**config.mk**
```make
export PLATFORM = sky130hd
export DESIGN_NAME = fifo_burst_reader
export DESIGN_NICKNAME = d
export VERILOG_FILES = /design/src/rtl/fifo_rd_pkg.sv /design/src/rtl/stream_skid_buf.sv /design/src/rtl/fifo_burst_reader.sv
export SDC_FILE = /design/constraint.sdc
export NUM_CORES = 1
export LEC_CHECK = 0
export CAP_MARGIN = 20
export CORE_MARGIN = 3
export CORE_UTILIZATION = 58
export DETAILED_ROUTE_END_ITERATION = 12
export PLACE_DENSITY = 0.84
export SLEW_MARGIN = 20
export SYNTH_ARGS = -nofsm -noshare
export SYNTH_HDL_FRONTEND = slang
export SYNTH_SLANG_ARGS = --single-unit
```
**constraint.sdc**
```tcl
create_clock -name clk_rd -period 4.07 [get_ports clk_rd]
set_input_delay 1.221 -clock clk_rd [delete_from_list [all_inputs] [get_ports clk_rd]]
set_output_delay 1.221 -clock clk_rd [all_outputs]
set_load 0.01 [all_outputs]
```
**src/rtl/fifo_rd_pkg.sv**
```systemverilog
// Shared definitions for the FIFO burst reader: FSM state codes and the
// counter-width helper.
package fifo_rd_pkg;

    localparam logic [1:0] IDLE  = 2'd0;
    localparam logic [1:0] READ  = 2'd1;
    localparam logic [1:0] DRAIN = 2'd2;

    // Width that can hold every value 0..burst_max inclusive.
    function automatic int len_width(input int burst_max);
        return $clog2(burst_max + 1);
    endfunction

endpackage

```
**src/rtl/stream_skid_buf.sv**
```systemverilog
// Two-entry in-order buffer with independent push/pop and an occupancy count.
// The head entry is always presented and stays put until it is popped.
module stream_skid_buf #(
    parameter int W = 9
) (
    input  logic         clk,
    input  logic         rst,
    input  logic         push,
    input  logic [W-1:0] push_data,
    input  logic         pop,
    output logic [W-1:0] head,
    output logic [1:0]   occ
);

    logic [W-1:0] mem [2];
    logic         wr_ptr;
    logic         rd_ptr;

    always_ff @(posedge clk) begin
        if (!rst) begin
            mem[0] <= '0;
            mem[1] <= '0;
            wr_ptr <= 1'b0;
            rd_ptr <= 1'b0;
            occ    <= 2'd0;
        end else begin
            if (push) begin
                mem[wr_ptr] <= push_data;
                wr_ptr      <= ~wr_ptr;
            end
            if (pop) begin
                rd_ptr <= ~rd_ptr;
            end
            case ({push, pop})
                2'b10:   occ <= occ + 2'd1;
                2'b01:   occ <= occ - 2'd1;
                default: occ <= occ;
            endcase
        end
    end

    assign head = mem[rd_ptr];

    // The caller's credit scheme must keep these from ever firing.
    overflow_chk: assert property (@(posedge clk) disable iff (!rst)
        !(push && !pop && occ == 2'd2));
    underflow_chk: assert property (@(posedge clk) disable iff (!rst)
        !(pop && occ == 2'd0));

endmodule

```
**src/rtl/fifo_burst_reader.sv**
```systemverilog
// Read-side burst consumer for the dual-clock FIFO: pops a clamped burst of
// words, absorbs the FIFO's one-cycle read latency and emits a valid/ready stream.
module fifo_burst_reader
    import fifo_rd_pkg::*;
#(
    parameter int FIFO_WIDTH = 8,
    parameter int BURST_MAX  = 16,
    parameter int LEN_W      = len_width(BURST_MAX)
) (
    input  logic                  clk_rd,
    input  logic                  rst,
    input  logic                  start,
    input  logic [LEN_W-1:0]      burst_len,
    output logic                  busy,
    output logic                  done,
    output logic                  fifo_rd_en,
    input  logic [FIFO_WIDTH-1:0] fifo_rd_data,
    input  logic                  fifo_empty,
    output logic                  out_valid,
    output logic [FIFO_WIDTH-1:0] out_data,
    output logic                  out_last,
    input  logic                  out_ready
);

    localparam logic [LEN_W-1:0] LEN_MAX = LEN_W'(BURST_MAX);

    logic [1:0]          state;
    logic [LEN_W-1:0]    len;
    logic [LEN_W-1:0]    issued;
    logic [LEN_W-1:0]    captured;
    logic                pend;
    logic [LEN_W-1:0]    len_req;
    logic [1:0]          occ;
    logic                pop;
    logic                credit_ok;
    logic                cap_last;
    logic [FIFO_WIDTH:0] head;

    assign len_req = (burst_len > LEN_MAX) ? LEN_MAX : burst_len;

    assign pop       = out_valid & out_ready;
    // Words buffered plus the one in flight, less the one leaving, must stay below 2.
    assign credit_ok = ({1'b0, occ} + {2'b00, pend}) < (3'd2 + {2'b00, pop});

    assign fifo_rd_en = rst & (state == READ) & ~fifo_empty & (issued < len) & credit_ok;

    assign cap_last = (captured == len - 1'b1);

    stream_skid_buf #(
        .W (FIFO_WIDTH + 1)
    ) u_buf (
        .clk       (clk_rd),
        .rst       (rst),
        .push      (pend),
        .push_data ({cap_last, fifo_rd_data}),
        .pop       (pop),
        .head      (head),
        .occ       (occ)
    );

    assign out_valid = (occ != 2'd0);
    assign out_data  = head[FIFO_WIDTH-1:0];
    assign out_last  = out_valid & head[FIFO_WIDTH];
    assign busy      = (state != IDLE);

    always_ff @(posedge clk_rd) begin
        if (!rst) begin
            state    <= IDLE;
            len      <= '0;
            issued   <= '0;
            captured <= '0;
            pend     <= 1'b0;
            done     <= 1'b0;
        end else begin
            done <= 1'b0;
            pend <= fifo_rd_en;
            if (fifo_rd_en) begin
                issued <= issued + 1'b1;
            end
            if (pend) begin
                captured <= captured + 1'b1;
            end
            case (state)
                IDLE: begin
                    if (start) begin
                        if (len_req == '0) begin
                            done <= 1'b1;
                        end else begin
                            state    <= READ;
                            len      <= len_req;
                            issued   <= '0;
                            captured <= '0;
                        end
                    end
                end
                READ: begin
                    if (issued == len) begin
                        state <= DRAIN;
                    end
                end
                DRAIN: begin
                    if (pop && out_last) begin
                        state <= IDLE;
                        done  <= 1'b1;
                    end
                end
                default: state <= IDLE;
            endcase
        end
    end

endmodule

```
## Word-level counts from Yosys, hierarchy flattened

Memories as Yosys holds them, arrays and structs flattened. A register that Yosys moved wholly into a read port is not among the register bits.
Cells that the tools add are included.
Widths: inputs -> output; s select.

| storage, ports and cells | value |
|---|---|
| memory bits (writable) | 18 |
| input port bits | 18 |
| memories | 1 |
| word-level logic and storage cells | 77 |
| register bits | 23 |
| output and inout bits | 13 |

Memory list:

| memory | depth | bits a word | rd ports | clocked after Yosys merged registers in | write ports | RTL line | RTL |
|---|---|---|---|---|---|---|---|
| u_buf.mem | 2 | 9 | 1 | 1 | 2 | stream_skid_buf.sv:15 | `logic [W-1:0] mem [2];` |

| operators by class | value |
|---|---|
| bitwise logic cells | 10 |
| eq/ne operators | 10 |
| reduce and logical (&&, ||, !) cells | 9 |
| $add $sub $neg | 7 |
| $lt $le $gt $ge | 3 |
| multiplexer cells | 28 |

Operators by type and width:

| operator | number |
|---|---|
| $mux 5 | 9 |
| $mux 1 | 11 |
| $add 5x1->5 const B | 2 |
| $eq 5x5->1 | 2 |
| $mux 9 | 1 |
| $reduce_or 9->1 | 1 |
| $mux 2 | 4 |
| $and 1x1->1 | 6 |
| $ne 2x2->1 const B | 3 |
| $pmux 2 s3 | 1 |
| $reduce_bool 2->1 | 3 |
| $gt 5x5->1 const B | 1 |
| $logic_not 5->1 | 1 |
| $lt 5x5->1 | 1 |
| $sub 5x1->5 const B | 1 |
| $eq 2x1->1 const B | 2 |
| $eq 2x2->1 const B | 2 |
| $not 1->1 | 4 |
| $pmux 2 s2 | 1 |
| $reduce_and 4->1 | 1 |
| $add 2x1->3 | 1 |
| $add 2x1->3 const A | 1 |
| $lt 3x3->1 | 1 |
| $reduce_and 3->1 | 1 |
| other kinds (6) | 6 |

## Longest topological paths before layout

| depth | value |
|---|---|
| word-level depth | 9 |
| mapped depth | 7 |
| gate-level depth less buffers | 6 |

## By module

Synthesis repeated with hierarchy kept, for this count alone.

| unflattened totals | value |
|---|---|
| cell total of the unflattened synthesis | 211 |
| area, all modules | 2158.3 µm² |

By module, submodules not included:

| module | sequential area each (µm²) | cells each | times used | area an instance (µm²) |
|---|---|---|---|---|
| fifo_burst_reader | 380.4 | 132 | 1 | 1192.4 |
| stream_skid_buf | 640.6 | 79 | 1 | 965.9 |

## Worst setup path before layout

No wires, ideal clock.

| path | value |
|---|---|
| path type | input -> output |
| start | input fifo_empty |
| end | output fifo_rd_en |
| stages | 3 |
| arrival | 2.061 ns |
| path buffers | 0 |
| slack | 0.788 ns |
| required time | 2.849 ns |
| cells stage by stage | nor4b_4 -> o2111ai_2 -> nor3_1 |

| on the way | value |
|---|---|
| cells in the longest elaborated chain, start to end | 4 |

RTL lines:

| item | RTL line | RTL |
|---|---|---|
| start, declared | fifo_burst_reader.sv:18 | `input logic fifo_empty,` |
| $not 1->1 | fifo_burst_reader.sv:45 | `assign fifo_rd_en = rst & (state == READ) & ~fifo_empty & (issued < len) & credit_ok;` |
| $and 1x1->1 (3 in series) | fifo_burst_reader.sv:45 |  |
| end, declared | fifo_burst_reader.sv:16 | `output logic fifo_rd_en,` |

No other way between the ends.

## Worst setup path in the final report

Ends and elaborated chain as after synthesis.

==> results.txt <==
The flow ran to the end, and the final reports show no timing, DRC or antenna violations. The initialized floorplan defines 21 standard-cell rows. Static timing analysis puts the maximum clock frequency at 257 MHz. The placed wire-length estimate is 3240 µm. Synthesis instantiated 43 different standard cells from the library. The CTS buffer count came out at 5. Share of flip-flops with an asynchronous set or reset after synthesis: 0. The final worst slack is 0.186 ns, and the number of setup violations in the final report is 0.

The pre-antenna-repair detailed-routing pass consisted of 5 iterations. The core region is 3470 µm². The largest net degree at the start of global routing is 24.

The logs give 268 for the number of nets at the end of the flow and 2.66 ns for the critical path arrival. Count of routing violations after the opening detailed-route iteration: 130. The largest fanout on the critical path came out at 2. The sequential cell fraction of total power is 0.516, and the max capacitance violation total is 0. Detailed routing inserted a total of 1,658 vias. The hold buffer count at CTS is 0.

The worst hold path was traced through 2 stages. For the worst flop-to-flop path, the logic depth is 7. Mean area per synthesized cell: 10.6 µm². The final period utilization is 0.954. The path with the worst hold slack has its endpoint at len[1]$_SDFFE_PN0P_. For this run, the number of Yosys warnings is 0.

The area fraction in compound gates after synthesis was 0.0887; the overall power consumption was 0.910 mW. The setup slack of the most critical reg-to-reg path came out at 1.87 ns. Synthesis produced 203 cells. Final max-slew violation count: 0.

Before CTS, the worst setup slack after placement is -0.0751 ns. The number of hold violations in the final report is 0. After synthesis, the cell types taking the most area are sky130_fd_sc_hd__edfxtp_1 25%, sky130_fd_sc_hd__dfxtp_1 22%, sky130_fd_sc_hd__ha_1 6.4%, sky130_fd_sc_hd__and2_1 6.1%, sky130_fd_sc_hd__mux2_2 4.2%.

Setup repair after global routing left no endpoint under its margin. Share of final-layout standard cells stronger than drive strength 1: 0.104. The logs give 0.622 for the starting density of the core and 7580 µm for the global-route wire length before repair. IR analysis of the VDD net gives a maximum drop of 0.000319 V. No sink is reached through more buffers than the 2 on the longest clock path. After detailed routing, the number of remaining DRC violations is 0.

In this run the horizontal extent of the chip is 67.0 µm. The tools report the register area share after synthesis as 0.473. The min-delay analysis places its worst path in the category reg2reg. The average wire per cell in the routed design was 15.6 µm; the cell leakage power was 1.03 nW. The number of antenna violations at the first check in global routing is 0, and the clock-pin transition on the worst setup and hold timing paths is 0.07 ns.

TritonCTS built the clock tree. The tools report the routability-driven placement congestion ratio as 0.884. In this run the tool buffered the top-level ports with 30 buffer cells. The switching power as a share of total power was 0.230. The number of nets handed over by synthesis was 232. For the via count of the first global-routing pass, the log shows 1,723.

The top-area cell type share of the netlist area was 0.251; the remaining number of nets flagged by the antenna check after routing was 0. The clock tree synthesis step divided the H-tree into 2 levels. For this design, the sink count on the clock tree is 42.

For the fraction of power consumed by combinational cells, the log shows 0.137. Across the routed clock network, the largest skew measured is 0.00351 ns. In this run the worst setup path begins at fifo_empty. For the top-level port count, the log shows 31. The type of element capturing the critical path was a primary output.

For the pin with the worst max-slew slack, the measured transition is 0.525 ns. From synthesis to final layout, the design area changed by 21.8%. The xor/xnor cell area share of the yosys netlist works out to 0.0528. The tree is rooted in a sky130_fd_sc_hd__clkbuf_8.

Measured along the y axis, the die boundary spans 67.0 µm. The number of antenna diodes in the final layout is 0. Relative contribution of the clock network to total power: 0.347.

The worst register-to-register path begins at pend$_SDFF_PN0_. The via density per instance is 5.80, and the combined area of all synthesized cells is 2160 µm². The headroom to the max-slew limit is 0.646. For this run the aggregate overflow at the end of global routing stands at 0. The worst register-to-register path ends at issued[4]$_SDFF_PN0_. The element type at the critical path start was an input port. The final wirelength was 4470 µm; the count of flip-flops with a built-in enable after synthesis was 18.

The share of synthesized area spent on multiplexers is 0.0650, and the clock insertion delay at the later pin of the skew report is 0.29 ns. By area, the combinational part of the netlist is dominated by simple AND/OR/NAND/NOR gates. The clock period could shrink to 3.88 ns.

For the worst setup path, the data required time is 2.85 ns. The setup path with the least slack is of type in2out. The register bit count reported by yosys was 42. The commonest register cell after synthesis is sky130_fd_sc_hd__dfxtp_1. For the internal power, the log shows 0.701 mW. For this design the ratio of total power to cell area is 347 nW/µm². The worst hold path begins at len[1]$_SDFFE_PN0P_. Area of the die: 4490 µm². The simple-gate area share of the yosys netlist came out at 0.223. The biggest area contributor in the post-synthesis netlist is sky130_fd_sc_hd__edfxtp_1. In this run the power spent charging and discharging nets is 0.210 mW. The overall global routing resource usage is 0.227, and the fraction of the mapped netlist area in adder cells is 0.0638.
-- worst max path at each step --
stage | cells after the start | end
final | 5 | fifo_rd_en
after global routing | 5 | fifo_rd_en
after CTS | 5 | fifo_rd_en
after detailed placement | 5 | fifo_rd_en
after global placement | 5 | fifo_rd_en
after floorplan | 3 | fifo_rd_en
-- per-stage QoR --
stage | util | hold WS, ns | area [µm²] | setup TNS [ns] | instances
2_1_floorplan | - | 0.443 | 2160 | 0 | 203
3_3_place_gp | 0.727 | 0.468 | 2520 | -0.0760 | 278
3_5_place_dp | 0.727 | 0.490 | 2520 | -0.0751 | 278
4_1_cts | 0.757 | 0.509 | 2630 | 0 | 286
5_1_grt | 0.757 | 0.523 | 2630 | 0 | 286
6_report | 0.757 | 0.515 | 2630 | 0 | 286
-- cell usage in the layout, fill, tap and decap left out, drive strengths merged, types with 4 or more instances in the layout --
| master | count |
|---|---|
| nand2 | 8 |
| inv | 11 |
| ha | 11 |
| a21oi | 4 |
| edfxtp | 18 |
| xnor2 | 6 |
| nand3 | 9 |
| clkdlybuf4s50 | 29 |
| dfxtp | 24 |
| mux2i | 5 |
| buf | 5 |
| clkbuf | 6 |
| nor3 | 5 |
| nand4 | 6 |
| mux2 | 8 |
| o21ai | 7 |
| nor2 | 11 |
| and2 | 21 |
| xor2 | 7 |
-- routing by layer --
| layer | vias to the layer above | share of wire | track usage |
|---|---|---|---|
| met5 | - | 0 | 0 |
| met4 | 0 | 0.027 | 0.124 |
| met3 | 14 | 0.074 | 0.0641 |
| met2 | 64 | 0.51 | 0.401 |
| met1 | 782 | 0.39 | 0.241 |
| li1 | 798 | - | - |
-- critical path: stages --
cell                              delay [ns]
sky130_fd_sc_hd__clkdlybuf4s50_1        0.45
sky130_fd_sc_hd__nor4b_4                0.34
sky130_fd_sc_hd__o2111ai_2              0.17
sky130_fd_sc_hd__nor3_1                 0.19
sky130_fd_sc_hd__dlygate4sd2_1          0.29
-- synth_stat cells (4+ instances only) --
master / count
sky130_fd_sc_hd__a21oi_1: 4
sky130_fd_sc_hd__and2_1: 21
sky130_fd_sc_hd__dfxtp_1: 24
sky130_fd_sc_hd__edfxtp_1: 18
sky130_fd_sc_hd__ha_1: 11
sky130_fd_sc_hd__inv_1: 11
sky130_fd_sc_hd__mux2_2: 8
sky130_fd_sc_hd__mux2i_1: 5
sky130_fd_sc_hd__nand2_1: 7
sky130_fd_sc_hd__nand3_1: 9
sky130_fd_sc_hd__nand4_1: 6
sky130_fd_sc_hd__nor2_1: 11
sky130_fd_sc_hd__nor3_1: 5
sky130_fd_sc_hd__o21ai_0: 7
sky130_fd_sc_hd__xnor2_1: 6
sky130_fd_sc_hd__xor2_1: 7
-- state kept, by name, indices dropped and copies added (netlist names), named ones only --
register      count
state             2
u_buf.occ         2
done              1
u_buf.mem        18
u_buf.rd_ptr      1
captured          5
len               5
issued            5
u_buf.wr_ptr      1
pend              1
-- layout make-up --
type                       count  area [µm²]
sequential                    42        1020
fill                         247         842
tap                           46        57.6
timing repair buffer          35         337
multi-input combinational    144        1060
clock buffer                   6        72.6
inverter                      11        41.3
clock inverter                 2        33.8
-- repair_timing --
| item | in CTS | in global routing |
|---|---|---|
| setup buffers | 0 | 0 |
| endpoints found under the setup margin | 1 | 0 |
| gates resized for setup | 1 | 0 |
-- kinds of logic after synthesis --
group,after synthesis
and+or+nand+nor,80
xor gates and xnor gates,13
adders and majority gates,11
buffers and inverters,17
muxes,13
AOI/OAI and AO/OA,27
DFF,42
-- power by group through the flow --
stage | Sequential (mW) | Combinational (mW) | Clock, mW
after floorplan | 0.472 | 0.0765 | 0
after global placement | 0.477 | 0.119 | 0
after detailed placement | 0.479 | 0.123 | 0
after CTS | 0.469 | 0.125 | 0.320
after global routing | 0.472 | 0.137 | 0.339
final | 0.470 | 0.125 | 0.316
No activity file was read; power rests on OpenSTA's default activity.
